===== src/rtl/inst_fetch_pkg.sv =====
// Shared constants for the instruction fetch stage (bus widths, chip-enable levels, instruction size).
// The optional perf counters are enabled by defining FETCH_PERF_CNT_EN.
package inst_fetch_pkg;

   localparam int unsigned INST_ADDR_W  = 64;       // `InstAddrBus
   localparam int unsigned INST_DATA_W  = 64;       // `InstBus
   localparam logic        CHIP_ENABLE  = 1'b1;     // `ChipEnable
   localparam logic        CHIP_DISABLE = 1'b0;     // `ChipDisable
   localparam logic [63:0] ZERO_DWORD   = 64'h0;    // `ZeroDoubleWord
   localparam int unsigned INST_BYTES   = 8;

endpackage


===== src/rtl/inst_fetch_if.sv =====
// Fetch-to-decode handshake: {pc,inst} head entry offered with valid, taken with ready.
interface inst_fetch_if #(
   parameter int unsigned ADDR_W = 64,
   parameter int unsigned INST_W = 64
);
   logic              id_valid;
   logic              id_ready;
   logic [ADDR_W-1:0] id_pc;
   logic [INST_W-1:0] id_inst;

   modport master (output id_valid, output id_pc, output id_inst, input id_ready);
   modport slave  (input id_valid, input id_pc, input id_inst, output id_ready);
endinterface


===== src/rtl/inst_fetch_buf.sv =====
// Two-entry FIFO of {pc,inst} pairs with synchronous clear; head outputs read zero when empty.
module inst_fetch_buf #(
   parameter int unsigned ADDR_W = 64,
   parameter int unsigned INST_W = 64
) (
   input  logic              clk,
   input  logic              rst,
   input  logic              clear,
   input  logic              push,
   input  logic              pop,
   input  logic [ADDR_W-1:0] push_pc,
   input  logic [INST_W-1:0] push_inst,
   output logic [1:0]        count,
   output logic              head_valid,
   output logic [ADDR_W-1:0] head_pc,
   output logic [INST_W-1:0] head_inst
);

   logic [ADDR_W-1:0] pc_mem   [2];
   logic [INST_W-1:0] inst_mem [2];
   logic              rd_ptr;
   logic              wr_ptr;

   // Push into a full buffer is only legal alongside a pop; the slot written is the one leaving.
   always_ff @(posedge clk or negedge rst) begin
      if (!rst) begin
         rd_ptr      <= 1'b0;
         wr_ptr      <= 1'b0;
         count       <= 2'd0;
         pc_mem[0]   <= '0;
         pc_mem[1]   <= '0;
         inst_mem[0] <= '0;
         inst_mem[1] <= '0;
      end else if (clear) begin
         rd_ptr <= 1'b0;
         wr_ptr <= 1'b0;
         count  <= 2'd0;
      end else begin
         if (push) begin
            pc_mem[wr_ptr]   <= push_pc;
            inst_mem[wr_ptr] <= push_inst;
            wr_ptr           <= ~wr_ptr;
         end
         if (pop)
            rd_ptr <= ~rd_ptr;
         count <= count + {1'b0, push} - {1'b0, pop};
      end
   end

   assign head_valid = (count != 2'd0);
   assign head_pc    = head_valid ? pc_mem[rd_ptr]   : '0;
   assign head_inst  = head_valid ? inst_mem[rd_ptr] : '0;

endmodule


===== src/rtl/inst_fetch.sv =====
// Fetch stage: owns the PC, drives the ROM, buffers {pc,inst} for decode, handles flush/branch redirects.
// Define FETCH_PERF_CNT_EN to add saturating perf_fetched / perf_stall counters.
module inst_fetch
   import inst_fetch_pkg::*;
#(
   parameter int unsigned            ADDR_W   = INST_ADDR_W,
   parameter int unsigned            INST_W   = INST_DATA_W,
   parameter logic [ADDR_W-1:0]      RESET_PC = '0
) (
   input  logic              clk,
   input  logic              rst,
   output logic              rom_ce,
   output logic [ADDR_W-1:0] rom_addr,
   input  logic [INST_W-1:0] rom_inst,
   input  logic              stall_i,
   input  logic              flush_i,
   input  logic [ADDR_W-1:0] flush_pc,
   input  logic              br_valid,
   input  logic [ADDR_W-1:0] br_target,
   inst_fetch_if.master      id
`ifdef FETCH_PERF_CNT_EN
   ,
   output logic [31:0]       perf_fetched,
   output logic [31:0]       perf_stall
`endif
);

   localparam logic [ADDR_W-1:0] ALIGN_MASK = ~ADDR_W'(INST_BYTES - 1);

   logic              ce_q;
   logic [ADDR_W-1:0] pc;
   logic [1:0]        count;
   logic              pop;
   logic              redirect;
   logic              fetch_fire;
   logic              head_valid;

   assign pop        = id.id_valid & id.id_ready;
   assign redirect   = flush_i | br_valid;
   assign fetch_fire = ce_q & ~stall_i & ~redirect & ((count < 2'd2) | pop);

   always_ff @(posedge clk or negedge rst) begin
      if (!rst)
         ce_q <= CHIP_DISABLE;
      else
         ce_q <= CHIP_ENABLE;
   end

   always_ff @(posedge clk or negedge rst) begin
      if (!rst)
         pc <= RESET_PC;
      else if (flush_i)
         pc <= flush_pc & ALIGN_MASK;
      else if (br_valid)
         pc <= br_target & ALIGN_MASK;
      else if (fetch_fire)
         pc <= pc + ADDR_W'(INST_BYTES);
   end

   assign rom_ce   = ce_q;
   assign rom_addr = pc;

   // The clear wins inside the buffer, so a pop during a redirect is discarded.
   inst_fetch_buf #(
      .ADDR_W (ADDR_W),
      .INST_W (INST_W)
   ) u_buf (
      .clk        (clk),
      .rst        (rst),
      .clear      (redirect),
      .push       (fetch_fire),
      .pop        (pop),
      .push_pc    (pc),
      .push_inst  (rom_inst),
      .count      (count),
      .head_valid (head_valid),
      .head_pc    (id.id_pc),
      .head_inst  (id.id_inst)
   );

   assign id.id_valid = head_valid;

`ifdef FETCH_PERF_CNT_EN
   always_ff @(posedge clk or negedge rst) begin
      if (!rst) begin
         perf_fetched <= '0;
         perf_stall   <= '0;
      end else begin
         if (fetch_fire && (perf_fetched != '1))
            perf_fetched <= perf_fetched + 32'd1;
         if (ce_q && !fetch_fire && (perf_stall != '1))
            perf_stall <= perf_stall + 32'd1;
      end
   end
`endif

endmodule


===== src/flat_wrapper.sv =====
// flat-port wrapper written by rule: the top's interface ports become plain ports
module inst_fetch_flat import inst_fetch_pkg::*;
#(
   parameter int unsigned            ADDR_W   = INST_ADDR_W,
   parameter int unsigned            INST_W   = INST_DATA_W,
   parameter logic [ADDR_W-1:0]      RESET_PC = '0
)
  (clk, rst, rom_ce, rom_addr, rom_inst, stall_i, flush_i, flush_pc, br_valid, br_target, id_id_valid, id_id_pc, id_id_inst, id_id_ready);
  inst_fetch_if #(.ADDR_W(ADDR_W), .INST_W(INST_W)) id_i ();
  input  logic clk;
  input  logic rst;
  output logic rom_ce;
  output logic [ADDR_W-1:0] rom_addr;
  input  logic [INST_W-1:0] rom_inst;
  input  logic stall_i;
  input  logic flush_i;
  input  logic [ADDR_W-1:0] flush_pc;
  input  logic br_valid;
  input  logic [ADDR_W-1:0] br_target;
  output wire logic [$bits(id_i.id_valid)-1:0] id_id_valid;
  output wire logic [$bits(id_i.id_pc)-1:0] id_id_pc;
  output wire logic [$bits(id_i.id_inst)-1:0] id_id_inst;
  input wire logic [$bits(id_i.id_ready)-1:0] id_id_ready;
  assign id_id_valid = id_i.id_valid;
  assign id_id_pc = id_i.id_pc;
  assign id_id_inst = id_i.id_inst;
  assign id_i.id_ready = id_id_ready;
  inst_fetch #(.ADDR_W(ADDR_W), .INST_W(INST_W), .RESET_PC(RESET_PC)) u_core (.clk(clk), .rst(rst), .rom_ce(rom_ce), .rom_addr(rom_addr), .rom_inst(rom_inst), .stall_i(stall_i), .flush_i(flush_i), .flush_pc(flush_pc), .br_valid(br_valid), .br_target(br_target), .id(id_i));
endmodule

===== config.mk =====
export PLATFORM = sky130hd
export DESIGN_NAME = inst_fetch_flat
export DESIGN_NICKNAME = d
export VERILOG_FILES = /design/src/rtl/inst_fetch_pkg.sv /design/src/rtl/inst_fetch_if.sv /design/src/rtl/inst_fetch_buf.sv /design/src/rtl/inst_fetch.sv /design/src/flat_wrapper.sv
export SDC_FILE = /design/constraint.sdc
export NUM_CORES = 1
export LEC_CHECK = 0
export ABC_AREA = 1
export CELL_PAD_IN_SITES_DETAIL_PLACEMENT = 1
export CELL_PAD_IN_SITES_GLOBAL_PLACEMENT = 2
export CORE_MARGIN = 2
export CORE_UTILIZATION = 33
export CTS_BUF_LIST = sky130_fd_sc_hd__clkbuf_8
export CTS_CLUSTER_SIZE = 8
export DETAILED_ROUTE_END_ITERATION = 16
export DONT_BUFFER_PORTS = 1
export PLACE_DENSITY = 0.84
export SLEW_MARGIN = 20
export SYNTH_ARGS = -nofsm -noshare
export SYNTH_HDL_FRONTEND = slang
export SYNTH_HIERARCHICAL = 1
export SYNTH_SLANG_ARGS = --single-unit

===== constraint.sdc =====
create_clock -name clk -period 1.9 [get_ports clk]
set_input_delay 0.38 -clock clk [delete_from_list [all_inputs] [get_ports clk]]
set_output_delay 0.38 -clock clk [all_outputs]
set_load 0.005 [all_outputs]

# [Word level (Yosys, flattened, before mapping)]
# Index checks and enable logic that the tools add are counted.
# Widths: inputs -> output; s select.
[word_totals] ff_bits=325 input_bits=198 out_inout_bits=194 elab_cells=54
[classes] n_addsub=3 order_cmp=4 n_mux=20 bitwise_logic=12 n_reduce_logical=6
[ops] cell="$mux 64" count=12
[ops] cell="$bwmux 128" count=2
[ops] cell="$add 64x4->64 const B" count=1
[ops] cell="$demux 64 s1" count=1
[ops] cell="$reduce_bool 2->1" count=3
[ops] cell="$and 1x1->1" count=4
[ops] cell="$ge 2x2->1 const B" count=2
[ops] cell="$mux 1" count=4
[ops] cell="$not 1->1" count=4
[ops] cell="$not 1->2" count=2
[ops] cell="$reduce_bool 3->1" count=1
[ops] cell="$add 2x1->2" count=1
[ops] cell="$lt 2x1->1 const B" count=1
[ops] cell="$lt 2x2->1 const B" count=1
[ops] cell="$mux 2" count=1
[ops] cell="$or 1x1->1" count=2
[ops] cell="$reduce_and 2->1" count=1
[ops] cell="$sub 2x1->2" count=1
[ops] cell="$logic_and 1x1->1" count=1

# [Longest topological paths before layout]
# Gate-level depths: netlist (run 1).
[logic_depth] word_depth=7 depth_mapped=15 depth_no_buf=13

# [Cells and area by module]
# The synthesis (run 1) kept the hierarchy.
[by_module_without_submodules] module="inst_fetch_buf" n_inst=1 cells_per_inst=1407 area_each_um2=11597.4
[by_module_without_submodules] module="inst_fetch" n_inst=1 cells_per_inst=998 area_each_um2=5864.4

# [Worst setup path before layout (run 1)]
# No wires, ideal clock.
[synth_timing] kind="register -> register" from="register u_core.u_buf.count[1]" to="register u_core.u_buf.count[0]" setup_time_ns=0.134 t_arrival_ns=1.982 t_required_ns=1.766 slack_ns=-0.216 path_stages_with_launch=15 n_path_buf=2 path_cell_list="dfrtp_1 nor2_1 buf_2 buf_2 inv_1 nand2_1 nand2_1 nand4_1 clkinv_1 inv_1 ha_1 inv_1 ha_1 inv_1 nor2_1"
[synth_via] elab_chain_cells=7 elab_cells_between_ends=8 cone_classes="add/sub (2); order compare (1); mux (1); bitwise (3); reduce/logical (1)"
[synth_lines] element="start, declared" line="inst_fetch_buf.sv:13" source="output logic [1:0] count,"
[synth_lines] element="start signal, assigned" line="inst_fetch_buf.sv:46" source="count <= count + {1'b0, push} - {1'b0, pop};"
[synth_lines] element="$reduce_bool 2->1" line="inst_fetch_buf.sv:50" source="assign head_valid = (count != 2'd0);"
[synth_lines] element="net id_id_valid" line="flat_wrapper.sv:20" source="output wire logic [$bits(id_i.id_valid)-1:0] id_id_valid;"
[synth_lines] element="$and 1x1->1" line="inst_fetch.sv:38" source="assign pop = id.id_valid & id.id_ready;"
[synth_lines] element="$or 1x1->1" line="inst_fetch.sv:40" source="assign fetch_fire = ce_q & ~stall_i & ~redirect & ((count < 2'd2) | pop);"
[synth_lines] element="$and 1x1->1" line="inst_fetch.sv:40"
[synth_lines] element="net u_core.fetch_fire" line="inst_fetch.sv:35" source="logic fetch_fire;"
[synth_lines] element="$add 2x1->2" line="inst_fetch_buf.sv:46"
[synth_lines] element="$sub 2x1->2" line="inst_fetch_buf.sv:46"
[synth_lines] element="$mux 2" line="inst_fetch_buf.sv:34" source="end else if (clear) begin"
# The timed path passes the listed nets, and every way through them passes these cells.
# A chain may end at the register's enable or synchronous reset.

# [Worst setup path in the final report (run 1)]
[layout_timing] from="register u_core.u_buf.rd_ptr" to="output id_id_pc[8]"
[layout_via] elab_chain_cells=5
[layout_lines] element="start, declared" line="inst_fetch_buf.sv:21" source="logic rd_ptr;"
[layout_lines] element="start signal, assigned" line="inst_fetch_buf.sv:45" source="rd_ptr <= ~rd_ptr;"
[layout_lines] element="$not 1->2 (not written as such)" line="inst_fetch_buf.sv:51" source="assign head_pc = head_valid ? pc_mem[rd_ptr] : '0;"
[layout_lines] element="$mux 64 (not written as such) (3 in series)" line="inst_fetch_buf.sv:51"
[layout_lines] element="$mux 64" line="inst_fetch_buf.sv:51"
[layout_lines] element="end, declared" line="flat_wrapper.sv:21" source="output wire logic [$bits(id_i.id_pc)-1:0] id_id_pc;"
# No other way between the ends. The select of a mux whose other input is x is not followed.

==> flow_metrics.py, run 1 <==
metrics = {
    "outcome": {
        "run_status": "complete, but fails checks",
        "violations": "negative hold slack, negative setup slack",
    },
    "critical_path": {
        "end_kind": "output port",
        "worstSetupStartpointType": "flop",
        "worstPathMaxFanout": 8,
        "crit_slowest_cell": "dfrtp_4",
        "crit_path_frequent_cell": "buf_12",
        "critPathKind": "flop to output port",
        "r2r_start": "u_core/u_buf/count[0]",
        "reg2reg_slack_ns": -0.36,
        "rr_endpoint": "u_core/u_buf/pc_mem[7]",
        "worstPathCellList": "buf_12, buf_12, buf_12, buf_16, nand2_8, a21oi_4",
        "path_delay_family": "buffers and inverters",
        "cp.buffers_inverters": 4,
        "slowest_delay_ns": 0.48,
        "rr_worst_depth": 15,
        "cp.arrival_ns": 2.00,
        "required_ns": 1.52,
    },
    "cts": {
        "cts_max_level": 2,
        "cts_made_buffers": 59,
        "cts.sinks": 322,
        "cts_tree": "done",
        "cts_root_buffer": "clkbuf_8",
        "clock_path_buffers": 3,
        "hold_buffers": 180,
        "clock_latency_ns": 0.69,
        "clkTransAtPathRegs_ns": 0.08,
    },
    "sta": {
        "final.min_clock_period_ns": 2.38,
        "fmax_mhz": 420,
        "whs_ns": -0.606,
        "tightest_slew_ns": 1.20,
        "max_slew_margin_pct": 20.2,
        "post-route-period-util_pct": 125,
        "setup_viol": 448,
        "setup_slack_ns": -0.478,
        "finClkSkew_ns": 0.0361,
        "rsz0062_at_grt": "true",
        "finalMaxSlewViolations": 0,
        "finalSetupTns_ns": -121.11,
        "hold_violations": 322,
    },
    "logic_synthesis": {
        "syn-mean-instance-area_um2": 7.26,
        "synth_seq_cells": 322,
        "synthXorXnorAreaFrac_pct": 1.30,
        "synth_mux_area_share_pct": 0,
        "mappedNetlistArea_um2": 17500,
        "synthTopCellsByArea": "dfrtp_1 (46%), nand2_1 (17%), o21ai_1 (6.6%)",
        "yosys.area_share.adder_pct": 0.215,
        "synth_top_area_cell": "dfrtp_1",
        "seq_area_frac_synth_pct": 46.1,
        "yosysUniqueCellTypes": 36,
        "syn_inst": 2405,
        "synth_compound_area_share_pct": 15.6,
        "synth_top_area_share_pct": 46.1,
        "yosys.area_share.simple_pct": 27.1,
        "synth_warnings": 6,
        "synth_top_family_by_area": "simple AND/OR/NAND/NOR gates",
    },
    "floorplan": {
        "boundaryPins": 392,
        "dieHeight_um": 234,
        "core_um2": 52400,
        "floorplan.die.width_um": 234,
        "initial_core_util_pct": 33.3,
        "die_area_um2": 54800,
        "placementRows": 84,
    },
    "route": {
        "drtPass1Iterations": 5,
        "antenna_left": 0,
        "viasPerCell": 5.33,
        "wl_per_cell_um": 25.1,
        "drc": 0,
        "via_count": 18895,
        "drt_wl_total_mm": 88.9,
        "dr.first_iter.drc_count": 1334,
    },
    "global_routing": {
        "grt_max_degree": 323,
        "grt_pass1_wl_mm": 120,
        "antenna_found_initial": 10,
        "gr-total-overflow": 0,
        "grt.total_usage_pct": 29.0,
        "grt_pass1_vias": 19401,
    },
    "layout": {
        "syn_to_final_growth_pct": 51.3,
        "final_cell_mix": "nand2_1 (655), dfrtp_1 (319), inv_1 (234)",
        "final_common_cell": "nand2_1",
        "nNetsFinal": 3008,
        "layoutNonFillerInstCount": 3542,
        "layout-drive-gt1-share_pct": 27.8,
    },
    "pwr": {
        "power.internal_mw": 12.6,
        "switching_share_pct": 33.1,
        "pwr-share-comb_pct": 21.4,
        "powerDensity_nw_per_um2": 714,
        "power_switching_mw": 6.25,
        "p_leak_nw": 12.7,
        "p_seq_share_pct": 44.4,
        "peakVddDrop_v": 0.000519,
        "p_clk_share_pct": 34.2,
        "finalPower_mw": 18.9,
    },
    "place": {
        "routabilityCongestion": 0.929,
        "dpl.hpwl_mm": 49.4,
        "portBuffers": 0,
        "dp.cells": 3158,
    },
    "job": {
        "maxCapViolations": 0,
    },
    "min_path": {
        "hp-class": "input pin to asynchronous set/reset pin",
    },
}
## worst register-to-register path, cell delays in order, from the launching register on
cell and delay (ns):
dfrtp_1 0.42, nor2_4 0.18, buf_12 0.15, buf_6 0.09, buf_6 0.09, inv_4 0.04
nand2_4 0.07, nand2_2 0.05, nand4_1 0.11, inv_4 0.07, buf_12 0.13, nand3_4 0.12
buf_12 0.19, buf_12 0.21, nand2_1 0.09, o21ai_1 0.18
## layout make-up
type / count / area (um2)
Fill cell: 6119 / 26000
Multi-Input combinational cell: 1724 / 9780
Sequential cell: 322 / 8060
Timing Repair Buffer: 477 / 5720
Clock buffer: 71 / 977
Inverter: 223 / 883
Tap cell: 688 / 861
Clock inverter: 28 / 110
Antenna cell: 9 / 22.5
## timing repair
action | in CTS | in global routing
resized for setup | 317 | 318
endpoints found under the hold margin | 512 | 322
cloned | 29 | 22
endpoints found under the setup margin | 133 | 442
setup buffers | 33 | 25
pin swaps | 53 | 76
## metrics by stage
| step | setup WS (ns) | utilization [%] | area [um2] |
|---|---|---|---|
| finish | -0.478 | 50.4 | 26400 |
| global route | -0.542 | 50.4 | 26400 |
| CTS | -0.529 | 47.0 | 24600 |
| detailed placement | -0.0255 | 36.9 | 19400 |
| global placement | 0.0109 | 36.9 | 19400 |
| floorplan | 0.0121 | - | 17500 |
## power by group through the flow
stage / Combinational, mW / Sequential, mW / Clock [mW]
3_3_place_gp: 2.64 / 8.25 / 0
6_report: 4.04 / 8.37 / 6.45
3_5_place_dp: 2.77 / 8.30 / 0
4_1_cts: 3.50 / 8.24 / 6.53
2_1_floorplan: 1.69 / 8.21 / 0
5_1_grt: 4.38 / 8.43 / 6.89
## cell usage after synthesis, drive strengths merged
library cell	number
a211oi	1
a21oi	232
a22oi	1
a31oi	3
buf	113
clkbuf	28
clkinv	2
conb	2
dfrtp	322
ha	3
inv	221
nand2	824
nand3	63
nand3b	2
nand4	15
nor2	243
nor3	4
o211ai	3
o21ai	291
o21bai	3
o22ai	3
xnor2	9
xor2	17
## flip-flops by register name, summed over array words and instances (netlist names)
| signal | flops |
|---|---|
| u_core/u_buf/inst_mem | 128 |
| u_core/u_buf/pc_mem | 128 |
| u_core/rom_addr | 61 |
| u_core/u_buf/count | 2 |
| u_core/rom_ce | 1 |
| u_core/u_buf/rd_ptr | 1 |
| u_core/u_buf/wr_ptr | 1 |
## worst max-delay path by stage
stage	startpoint	endpoint	depth (start not counted)
finish	u_core/u_buf/rd_ptr	id_id_pc[8]	6
global route	u_core/u_buf/rd_ptr	id_id_pc[26]	7
CTS	u_core/u_buf/rd_ptr	id_id_pc[20]	7
detailed placement	u_core/rom_addr[23]	u_core/rom_addr[41]	11
global placement	u_core/u_buf/count[0]	id_id_pc[38]	5
floorplan	u_core/u_buf/count[1]	u_core/u_buf/count[0]	14
## layer usage
layer | up-vias | wire length (um) | share of wire (%) | global-route usage [%]
met5 | - | 27 | 0.030 | 0
met4 | 4 | 4250 | 4.8 | 11.8
met3 | 248 | 5000 | 5.6 | 5.68
met2 | 708 | 44100 | 50 | 49.3
met1 | 9498 | 35500 | 40 | 36.1
li1 | 8437 | - | - | -
## cells by family after synthesis
family,Yosys count
buf+inv,364
simple gates,1151
flops,322
fa+ha+maj,3
xor+xnor,26
other cells,2
compound gates,537
No activity file was read; power rests on OpenSTA's default activity.
==> inputs of run 2 (changes only) <==
Settings changed: BUFFER_PORTS_ARGS set to -buffer_cell sky130_fd_sc_hd__buf_2, CORE_UTILIZATION 33 to 28, DONT_BUFFER_PORTS 1 to not set.
==> flow_metrics.py, run 2 (synthesis gave the netlist of run 1 again) <==
metrics = {
    "outcome": {
        "run_status": "complete, but fails checks",
        "violations": "negative setup slack",
    },
    "critical_path": {
        "crit_end": "id_id_pc[44]",
        "r2r_start": "u_core/u_buf/count[0]",
        "crit_slowest_cell": "dfrtp_4",
        "required_ns": 1.52,
        "worstSetupStartpointType": "flop",
        "critPathKind": "flop to output port",
        "end_kind": "output port",
        "cp-startpoint": "u_core/u_buf/rd_ptr",
        "cp.arrival_ns": 2.11,
        "rr_worst_depth": 17,
        "worstPathMaxFanout": 8,
        "reg2reg_slack_ns": -0.42,
        "slowest_delay_ns": 0.56,
        "rr_endpoint": "u_core/rom_addr[8]",
        "cp.buffers_inverters": 4,
        "cp.depth": 6,
        "path_delay_family": "buffers and inverters",
        "worstPathCellList": "inv_12, buf_12, buf_16, nand2_2, a21oi_2, buf_2",
    },
    "floorplan": {
        "floorplan.die.width_um": 254,
        "die_area_um2": 64400,
        "dieHeight_um": 254,
        "placementRows": 91,
        "core_um2": 61700,
        "initial_core_util_pct": 28.3,
        "boundaryPins": 392,
    },
    "route": {
        "drtPass1Iterations": 5,
        "drt_wl_total_mm": 107,
        "dr.first_iter.drc_count": 1465,
        "via_count": 21247,
        "antenna_left": 0,
        "wl_per_cell_um": 26.3,
        "viasPerCell": 5.23,
        "drc": 0,
    },
    "pwr": {
        "p_leak_nw": 14.7,
        "peakVddDrop_v": 0.000467,
        "finalPower_mw": 20.6,
        "powerDensity_nw_per_um2": 679,
    },
    "layout": {
        "fin_util_pct": 49.2,
        "nNetsFinal": 3374,
        "layoutNonFillerInstCount": 4062,
        "syn_to_final_growth_pct": 73.7,
        "final_common_cell": "nand2_1",
        "n_fill_cell": 7197,
        "layout-drive-gt1-share_pct": 46.6,
        "final_cell_mix": "nand2_1 (549), buf_2 (369), dfrtp_1 (314)",
        "fin_area_um2": 30300,
    },
    "global_routing": {
        "grt.total_usage_pct": 26.5,
        "grt_max_degree": 64,
        "grt_pass1_vias": 20910,
        "grt_pass1_wl_mm": 127,
        "gr-total-overflow": 0,
        "antenna_found_initial": 14,
    },
    "sta": {
        "finClkSkew_ns": 0.0520,
        "final.min_clock_period_ns": 2.49,
        "setup_viol": 447,
        "fmax_mhz": 402,
        "hold_violations": 0,
        "rsz0062_at_grt": "true",
        "setup_slack_ns": -0.591,
        "finalMaxSlewViolations": 0,
        "post-route-period-util_pct": 131,
    },
    "cts": {
        "cts_root_buffer": "clkbuf_8",
        "cts_max_level": 2,
        "clkTransAtPathRegs_ns": 0.06,
        "clock_path_buffers": 3,
        "cts_made_buffers": 60,
        "cts_tree": "done",
        "clock_latency_ns": 0.70,
        "cts.sinks": 322,
    },
    "place": {
        "routabilityCongestion": 0.949,
        "dpl_cell_area_um2": 21400,
        "dp.cells": 3683,
        "portBuffers": 382,
        "dpl.hpwl_mm": 52.7,
    },
    "min_path": {
        "hp-class": "input pin to flop",
        "holdPathStages": 3,
    },
    "job": {
        "maxCapViolations": 0,
    },
}
run 2: worst min-delay path: stages:
cell and delay (ns):
buf_2 0.08, a21oi_1 0.06, a21oi_1 0.13
run 2: how the worst min path moves through the flow:
stage / start / endpoint / slack, ns
floorplan: rst / u_core/rom_addr[10] / 0.08
global placement: rst / u_core/u_buf/inst_mem[85] / 0.32
detailed placement: rst / u_core/u_buf/inst_mem[15] / 0.31
CTS: flush_pc[63] / u_core/rom_addr[63] / 0.002
global route: flush_pc[35] / u_core/rom_addr[35] / 0.01
finish: flush_pc[63] / u_core/rom_addr[63] / 0.02
run 2: repair_timing:
item | in CTS | in global routing
hold buffers | 94 | 0
hold endpoints to repair | 229 | 0
cloned | 43 | 68
pin swaps | 29 | 92
setup buffers | 41 | 32
endpoints found under the setup margin | 349 | 450
resized for setup | 230 | 770
run 2: metal layers:
layer	global-route usage, %	up-vias	wire [um]
met4	12.3	6	6300
li1	-	9216	-
met2	45.2	996	51000
met3	4.13	354	7550
met5	0	-	42
met1	32.8	10675	42000
run 2: power breakdown:
part	switching (mW)	total, mW	internal, mW
combinational	2.81	5.03	2.22
sequential	0.949	8.56	7.61
clock	3.28	7.02	3.74
run 2: stage by stage:
stage	hold WS, ns	setup slack (ns)	TNS, ns
CTS	0.00169	-0.580	-166.96
global route	0.00957	-0.660	-151.59
floorplan	0.0844	0.0121	0
detailed placement	0.314	-0.193	-13.74
global placement	0.315	-0.0740	-3.89
finish	0.0233	-0.591	-130.37
run 2: cell type report:
type / count / area, um2 / share of cell area (%)
antenna: 7 / 17.5 / 0.0577
clock buffer: 77 / 1060 / 3.49
sequential: 322 / 8070 / 26.6
timing repair buffer: 842 / 8480 / 28.0
clock inverter: 30 / 156 / 0.516
multi-input combinational: 1724 / 10600 / 35.0
inverter: 223 / 885 / 2.92
tap: 837 / 1050 / 3.45
